===== config.mk =====
export PLATFORM = sky130hd
export DESIGN_NAME = pc_gen
export DESIGN_NICKNAME = d
export VERILOG_FILES = /design/src/rtl/pc_gen.sv
export SDC_FILE = /design/constraint.sdc
export NUM_CORES = 1
export LEC_CHECK = 0
export BUFFER_PORTS_ARGS = -buffer_cell sky130_fd_sc_hd__buf_2
export CORE_MARGIN = 2
export CORE_UTILIZATION = 45
export CTS_CLUSTER_SIZE = 25
export DETAILED_ROUTE_END_ITERATION = 7
export GPL_ROUTABILITY_DRIVEN = 0
export GPL_TIMING_DRIVEN = 0
export PLACE_DENSITY = 0.74
export SYNTH_ARGS = -nofsm -noshare
export SYNTH_HDL_FRONTEND = slang
export SYNTH_SLANG_ARGS = --single-unit

===== constraint.sdc =====
create_clock -name clk -period 7.8 [get_ports clk]
set_clock_uncertainty 0.2 [all_clocks]
set_input_delay 1.56 -clock clk [delete_from_list [all_inputs] [get_ports clk]]
set_output_delay 1.56 -clock clk [all_outputs]
set_load 0.03 [all_outputs]

===== src/rtl/pc_gen.sv =====
// Fetch-address generator: incrementing PC with valid/ready handshake, stall,
// prioritised trap/redirect and a direct-mapped BTB for next-PC prediction.
module pc_gen #(
  parameter int unsigned       ADDR_W      = 32,
  parameter logic [ADDR_W-1:0] RESET_PC    = 32'h0000_0000,
  parameter int unsigned       INST_BYTES  = 4,
  parameter int unsigned       BTB_ENTRIES = 8
) (
  input  logic              clk,
  input  logic              rst,
  input  logic              stall_i,
  input  logic              fetch_ready_i,
  output logic [ADDR_W-1:0] pc_o,
  output logic              pc_valid_o,
  output logic              pred_taken_o,
  output logic [ADDR_W-1:0] pred_target_o,
  input  logic              redirect_valid_i,
  input  logic [ADDR_W-1:0] redirect_pc_i,
  input  logic              trap_valid_i,
  input  logic [ADDR_W-1:0] trap_pc_i,
  input  logic              btb_upd_valid_i,
  input  logic [ADDR_W-1:0] btb_upd_pc_i,
  input  logic [ADDR_W-1:0] btb_upd_target_i,
  input  logic              btb_upd_taken_i
);

  localparam int unsigned       A          = $clog2(INST_BYTES);
  localparam int unsigned       I          = $clog2(BTB_ENTRIES);
  localparam int unsigned       TAG_W      = ADDR_W - A - I;
  localparam logic [ADDR_W-1:0] STEP       = ADDR_W'(INST_BYTES);
  localparam logic [ADDR_W-1:0] ALIGN_MASK = ~(STEP - {{(ADDR_W-1){1'b0}}, 1'b1});

  typedef enum logic [0:0] {
    BOOT = 1'b0,
    RUN  = 1'b1
  } state_t;

  state_t            state_r, state_nxt_s;
  logic [ADDR_W-1:0] pc_r, pc_nxt_s;

  logic [BTB_ENTRIES-1:0] btb_valid_r;
  logic [TAG_W-1:0]       btb_tag_r [BTB_ENTRIES];
  logic [ADDR_W-1:0]      btb_tgt_r [BTB_ENTRIES];

  logic              run_s, acc_s, hit_s, upd_match_s;
  logic [I-1:0]      look_idx_s, upd_idx_s;
  logic [TAG_W-1:0]  look_tag_s, upd_tag_s;
  logic [ADDR_W-1:0] upd_pc_s;

  function automatic logic [ADDR_W-1:0] align(input logic [ADDR_W-1:0] addr);
    return addr & ALIGN_MASK;
  endfunction

  assign run_s      = (state_r == RUN);
  assign pc_o       = pc_r;
  assign pc_valid_o = run_s & ~stall_i;
  assign acc_s      = pc_valid_o & fetch_ready_i;

  // Lookup reads the array as it stood before this edge's update (no bypass).
  assign look_idx_s    = pc_r[A+I-1:A];
  assign look_tag_s    = pc_r[ADDR_W-1:A+I];
  assign hit_s         = run_s & btb_valid_r[look_idx_s] & (btb_tag_r[look_idx_s] == look_tag_s);
  assign pred_taken_o  = hit_s;
  assign pred_target_o = hit_s ? btb_tgt_r[look_idx_s] : {ADDR_W{1'b0}};

  assign upd_pc_s    = align(btb_upd_pc_i);
  assign upd_idx_s   = upd_pc_s[A+I-1:A];
  assign upd_tag_s   = upd_pc_s[ADDR_W-1:A+I];
  assign upd_match_s = (btb_tag_r[upd_idx_s] == upd_tag_s);

  // FSM next-state: a single bubble cycle after reset, then run forever.
  always_comb begin
    state_nxt_s = state_r;
    case (state_r)
      BOOT:    state_nxt_s = RUN;
      RUN:     state_nxt_s = RUN;
      default: state_nxt_s = BOOT;
    endcase
  end

  // Next-PC selection in priority order.
  always_comb begin
    pc_nxt_s = pc_r;
    if (trap_valid_i) begin
      pc_nxt_s = align(trap_pc_i);
    end else if (redirect_valid_i) begin
      pc_nxt_s = align(redirect_pc_i);
    end else if (acc_s && hit_s) begin
      pc_nxt_s = pred_target_o;
    end else if (acc_s) begin
      pc_nxt_s = pc_r + STEP;
    end else begin
      pc_nxt_s = pc_r;
    end
  end

  // State and PC registers.
  always_ff @(posedge clk) begin
    if (rst) begin
      state_r <= BOOT;
      pc_r    <= RESET_PC;
    end else begin
      state_r <= state_nxt_s;
      pc_r    <= pc_nxt_s;
    end
  end

  // BTB valid bits: install on taken, invalidate only on a tag match.
  always_ff @(posedge clk) begin
    if (rst) begin
      btb_valid_r <= {BTB_ENTRIES{1'b0}};
    end else if (btb_upd_valid_i) begin
      if (btb_upd_taken_i) begin
        btb_valid_r[upd_idx_s] <= 1'b1;
      end else if (upd_match_s) begin
        btb_valid_r[upd_idx_s] <= 1'b0;
      end
    end
  end

  // BTB payload; no reset needed since valid gates every use.
  always_ff @(posedge clk) begin
    if (!rst && btb_upd_valid_i && btb_upd_taken_i) begin
      btb_tag_r[upd_idx_s] <= upd_tag_s;
      btb_tgt_r[upd_idx_s] <= align(btb_upd_target_i);
    end
  end

endmodule


==> results.yml <==
synthesis:
  yosys-top-cells-area: "edfxtp_1 (61%), mux4_2 (12%), dfxtp_1 (3.9%), mux2i_1 (3.7%), mux2_2 (2.6%)"
  syn_inst: 1442
  avgSynthCellArea_um2: 15.7
  synth-seq-cells: 500
  yosysSeqAreaShare_pct: 64.5
  syn_area_mm2: 0.0226
  async_flop_share_pct: 0
  yosysTopAreaCell: "edfxtp_1"
  yosysWarnings: 0
  synth_ff_type: "edfxtp_1"
  post_synth_num_cell_types: 57
  synth-edff-count: 456
  synth_top_area_share_pct: 60.6
grt:
  grt.met1_usage_pct: 33.6
  first_global_vias: 15149
  grt_max_degree: 24
  grt.busiest_layer: "met2"
  grt_pass1_wl_um: 98500
  grt-ovfl-total: 0
  grtUsageTotal_pct: 25.5
  grt_util_met3_pct: 6.05
  antenna_found_initial: 9
  grt_use_met2_pct: 40.6
die:
  design.core.area_mm2: 0.0499
  die-width_um: 228
  rows: 82
  die_area_mm2: 0.0520
  die_y_um: 228
  initial_utilization_pct: 45.3
  pin_count: 202
layout:
  nNetsFinal: 1840
  drive_above_1_share_pct: 28.4
  fill_cells: 4037
  syn_to_final_growth_pct: 17.0
timing:
  slew_headroom_pct: 24.4
  fmax_mhz: 131
  setup_slack_ns: 0.195
  finalHoldViolations: 0
  fin_crit_ns: 7.61
  rsz0062_at_grt: "no"
  finalSetupViolations: 0
  worstMarginPinSlew_ns: 1.13
  fin_crit_sh_pct: 97.5
  slew_viol_final: 0
critical_path:
  worstSetupEndpointType: "output port"
  worst_ep_arrival_time_ns: 5.85
  cp-start-kind: "register"
  cp_max_fo: 19
  worstSetupPathType: "reg2out"
  cp.required_ns: 6.04
clocking:
  clk_pin_slew_ns: 0.06
  hold_buffers: 0
  clock_path_buffers: 3
  clk_latency_ns: 0.61
  cts_tree: "yes"
  clock_sinks: 500
  htreeDepth: 2
  clockRootBuffer: "clkbuf_16"
  cts-buffers-inserted: 50
place:
  dp.final_hpwl_um: 47300
  place_ws_ns: 0.530
  port-buffer-count: 188
pwr:
  p_comb_share_pct: 10.7
  switching_share_pct: 24.2
  seq_power_share_pct: 50.0
  power_switching_mw: 1.45
  power.density_mw_per_mm2: 227
  total_power_mw: 6.01
  power_leakage_nw: 8.84
  peakVddDrop_uv: 137
  clkPwrFrac_pct: 39.3
  intPower_mw: 4.56
routing:
  drtPass1Iterations: 6
  viasPerCell: 6.29
  wl_per_cell_um: 27.7
  drtIter0Drc: 1921
  drt-total-wl_um: 67200
  drc: 0
  vias: 15248
  drtAntennaViolNets: 0
flow_run:
  drv_cap: 0
worst_hold_path:
  hp-class: "reg2reg"
status:
  outcome: "complete, no violations"
-- critical path, stage by stage (launching register included) --
cell and delay (ns):
dfxtp_1 0.45, buf_2 0.32, buf_4 0.41, buf_4 0.31, mux4_2 0.34, mux2i_1 0.38
xnor2_1 0.12, nor4_1 0.30, nand4_1 0.16, or4_1 0.52, buf_2 0.17, clkbuf_1 0.33
clkbuf_2 0.41, buf_1 0.41, nor2_1 0.34, buf_2 0.26
-- per-stage QoR --
| stage | hold WS, ns | cell area [µm²] | cells | utilization, % | setup TNS [ns] |
|---|---|---|---|---|---|
| after floorplan | 0.296 | 22600 | 1443 | - | 0 |
| after global placement | 0.317 | 24400 | 2303 | 48.9 | -901.17 |
| after detailed placement | 0.325 | 24800 | 2325 | 49.8 | 0 |
| after CTS | 0.341 | 26400 | 2417 | 53.0 | 0 |
| after global routing | 0.355 | 26400 | 2422 | 53.0 | 0 |
| final | 0.343 | 26500 | 2423 | 53.0 | 0 |
-- routing by layer --
| metal | up-vias | share of wire [%] |
|---|---|---|
| li1 | 6294 | - |
| met1 | 7673 | 37 |
| met2 | 1060 | 47 |
| met3 | 221 | 11 |
| met4 | 0 | 5.1 |
| met5 | - | 0 |
-- cells in the mapped netlist (all sizes together), types with 7 or more instances --
cell / n
o21ai: 42
clkbuf: 55
mux2i: 83
nor3: 21
nand2: 55
or3: 7
buf: 41
a211oi: 15
nand3: 22
a221oi: 21
a21oi: 57
nand2b: 10
mux4: 119
edfxtp: 456
inv: 19
xor2: 23
o22ai: 19
xnor2: 46
nand4: 17
a22oi: 15
mux2: 53
and3: 7
dfxtp: 44
nor2b: 9
a31oi: 11
nor2: 109
a22o: 7
-- cell type report --
| type | count | area [µm²] | share of cell area [%] |
|---|---|---|---|
| Buffer | 94 | 454 | 1.72 |
| Antenna cell | 6 | 15.0 | 0.0568 |
| Multi-Input combinational cell | 828 | 7560 | 28.6 |
| Tap cell | 672 | 841 | 3.18 |
| Timing Repair Buffer | 210 | 1340 | 5.06 |
| Clock inverter | 24 | 218 | 0.823 |
| Inverter | 19 | 71.3 | 0.270 |
| Clock buffer | 70 | 1380 | 5.21 |
| Sequential cell | 500 | 14600 | 55.1 |
-- final timing paths --
path	start	to	slack, ns	cells after the start
min	pc_o[0]$_SDFFE_PP0P_	pc_o[0]$_SDFFE_PP0P_	0.34	1
max	register	pred_target_o[13]	0.19	15
min reg2reg	pc_o[0]$_SDFFE_PP0P_	pc_o[0]$_SDFFE_PP0P_	0.34	1
max reg2reg	register	pc_o[31]$_SDFFE_PP0N_	2.82	14
-- power groups by stage --
stage          Sequential (mW)  Clock (mW)  Combinational (mW)
2_1_floorplan             3.07           0               0.372
3_3_place_gp              3.06           0               0.615
3_5_place_dp              3.06           0               0.634
4_1_cts                   3.00        2.36               0.635
5_1_grt                   3.01        2.47               0.679
6_report                  3.00        2.36               0.645
-- kinds of logic (layout without fill, tap and decap cells) --
kind of cell,count (synthesis),in the layout,share of synthesized area [%]
AO/OA/AOI/OAI,224,224,6.54
XOR/XNOR,69,69,2.67
adder cells (fa/ha/maj),1,1,0.0554
buffers and inverters,115,417,2.35
flip-flops,500,500,64.5
multiplexers,255,255,18.2
other,1,8,0.0166
AND/OR/NAND/NOR,277,277,5.70
-- what timing repair did --
item / 4_1_cts / 5_1_grt
pin swaps: 0 / 0
setup buffers: 0 / 0
resized for setup: 0 / 3
gates cloned: 0 / 0
endpoints found under the setup margin: 4 / 2
-- placed cells by master, fill, tap and decap left out, types with 22 or more instances in the layout --
master / synthesis / routed
edfxtp_1: 456 / 456
buf_2: 11 / 199
mux4_2: 119 / 119
nor2_1: 109 / 103
mux2i_1: 83 / 83
clkbuf_1: 55 / 68
a21oi_1: 57 / 57
nand2_1: 55 / 55
mux2_2: 53 / 53
clkbuf_16: 0 / 51
xnor2_1: 46 / 46
dfxtp_1: 44 / 44
o21ai_0: 39 / 39
xor2_1: 23 / 23
nand3_1: 22 / 22
-- sequential cells by signal, summed over array words and instances, names as in the netlist, named ones only --
name       count
btb_tgt_r    240
btb_tag_r    216
pc_o          32
run_s          1
Note: power is estimated with default switching activity, not from simulation.
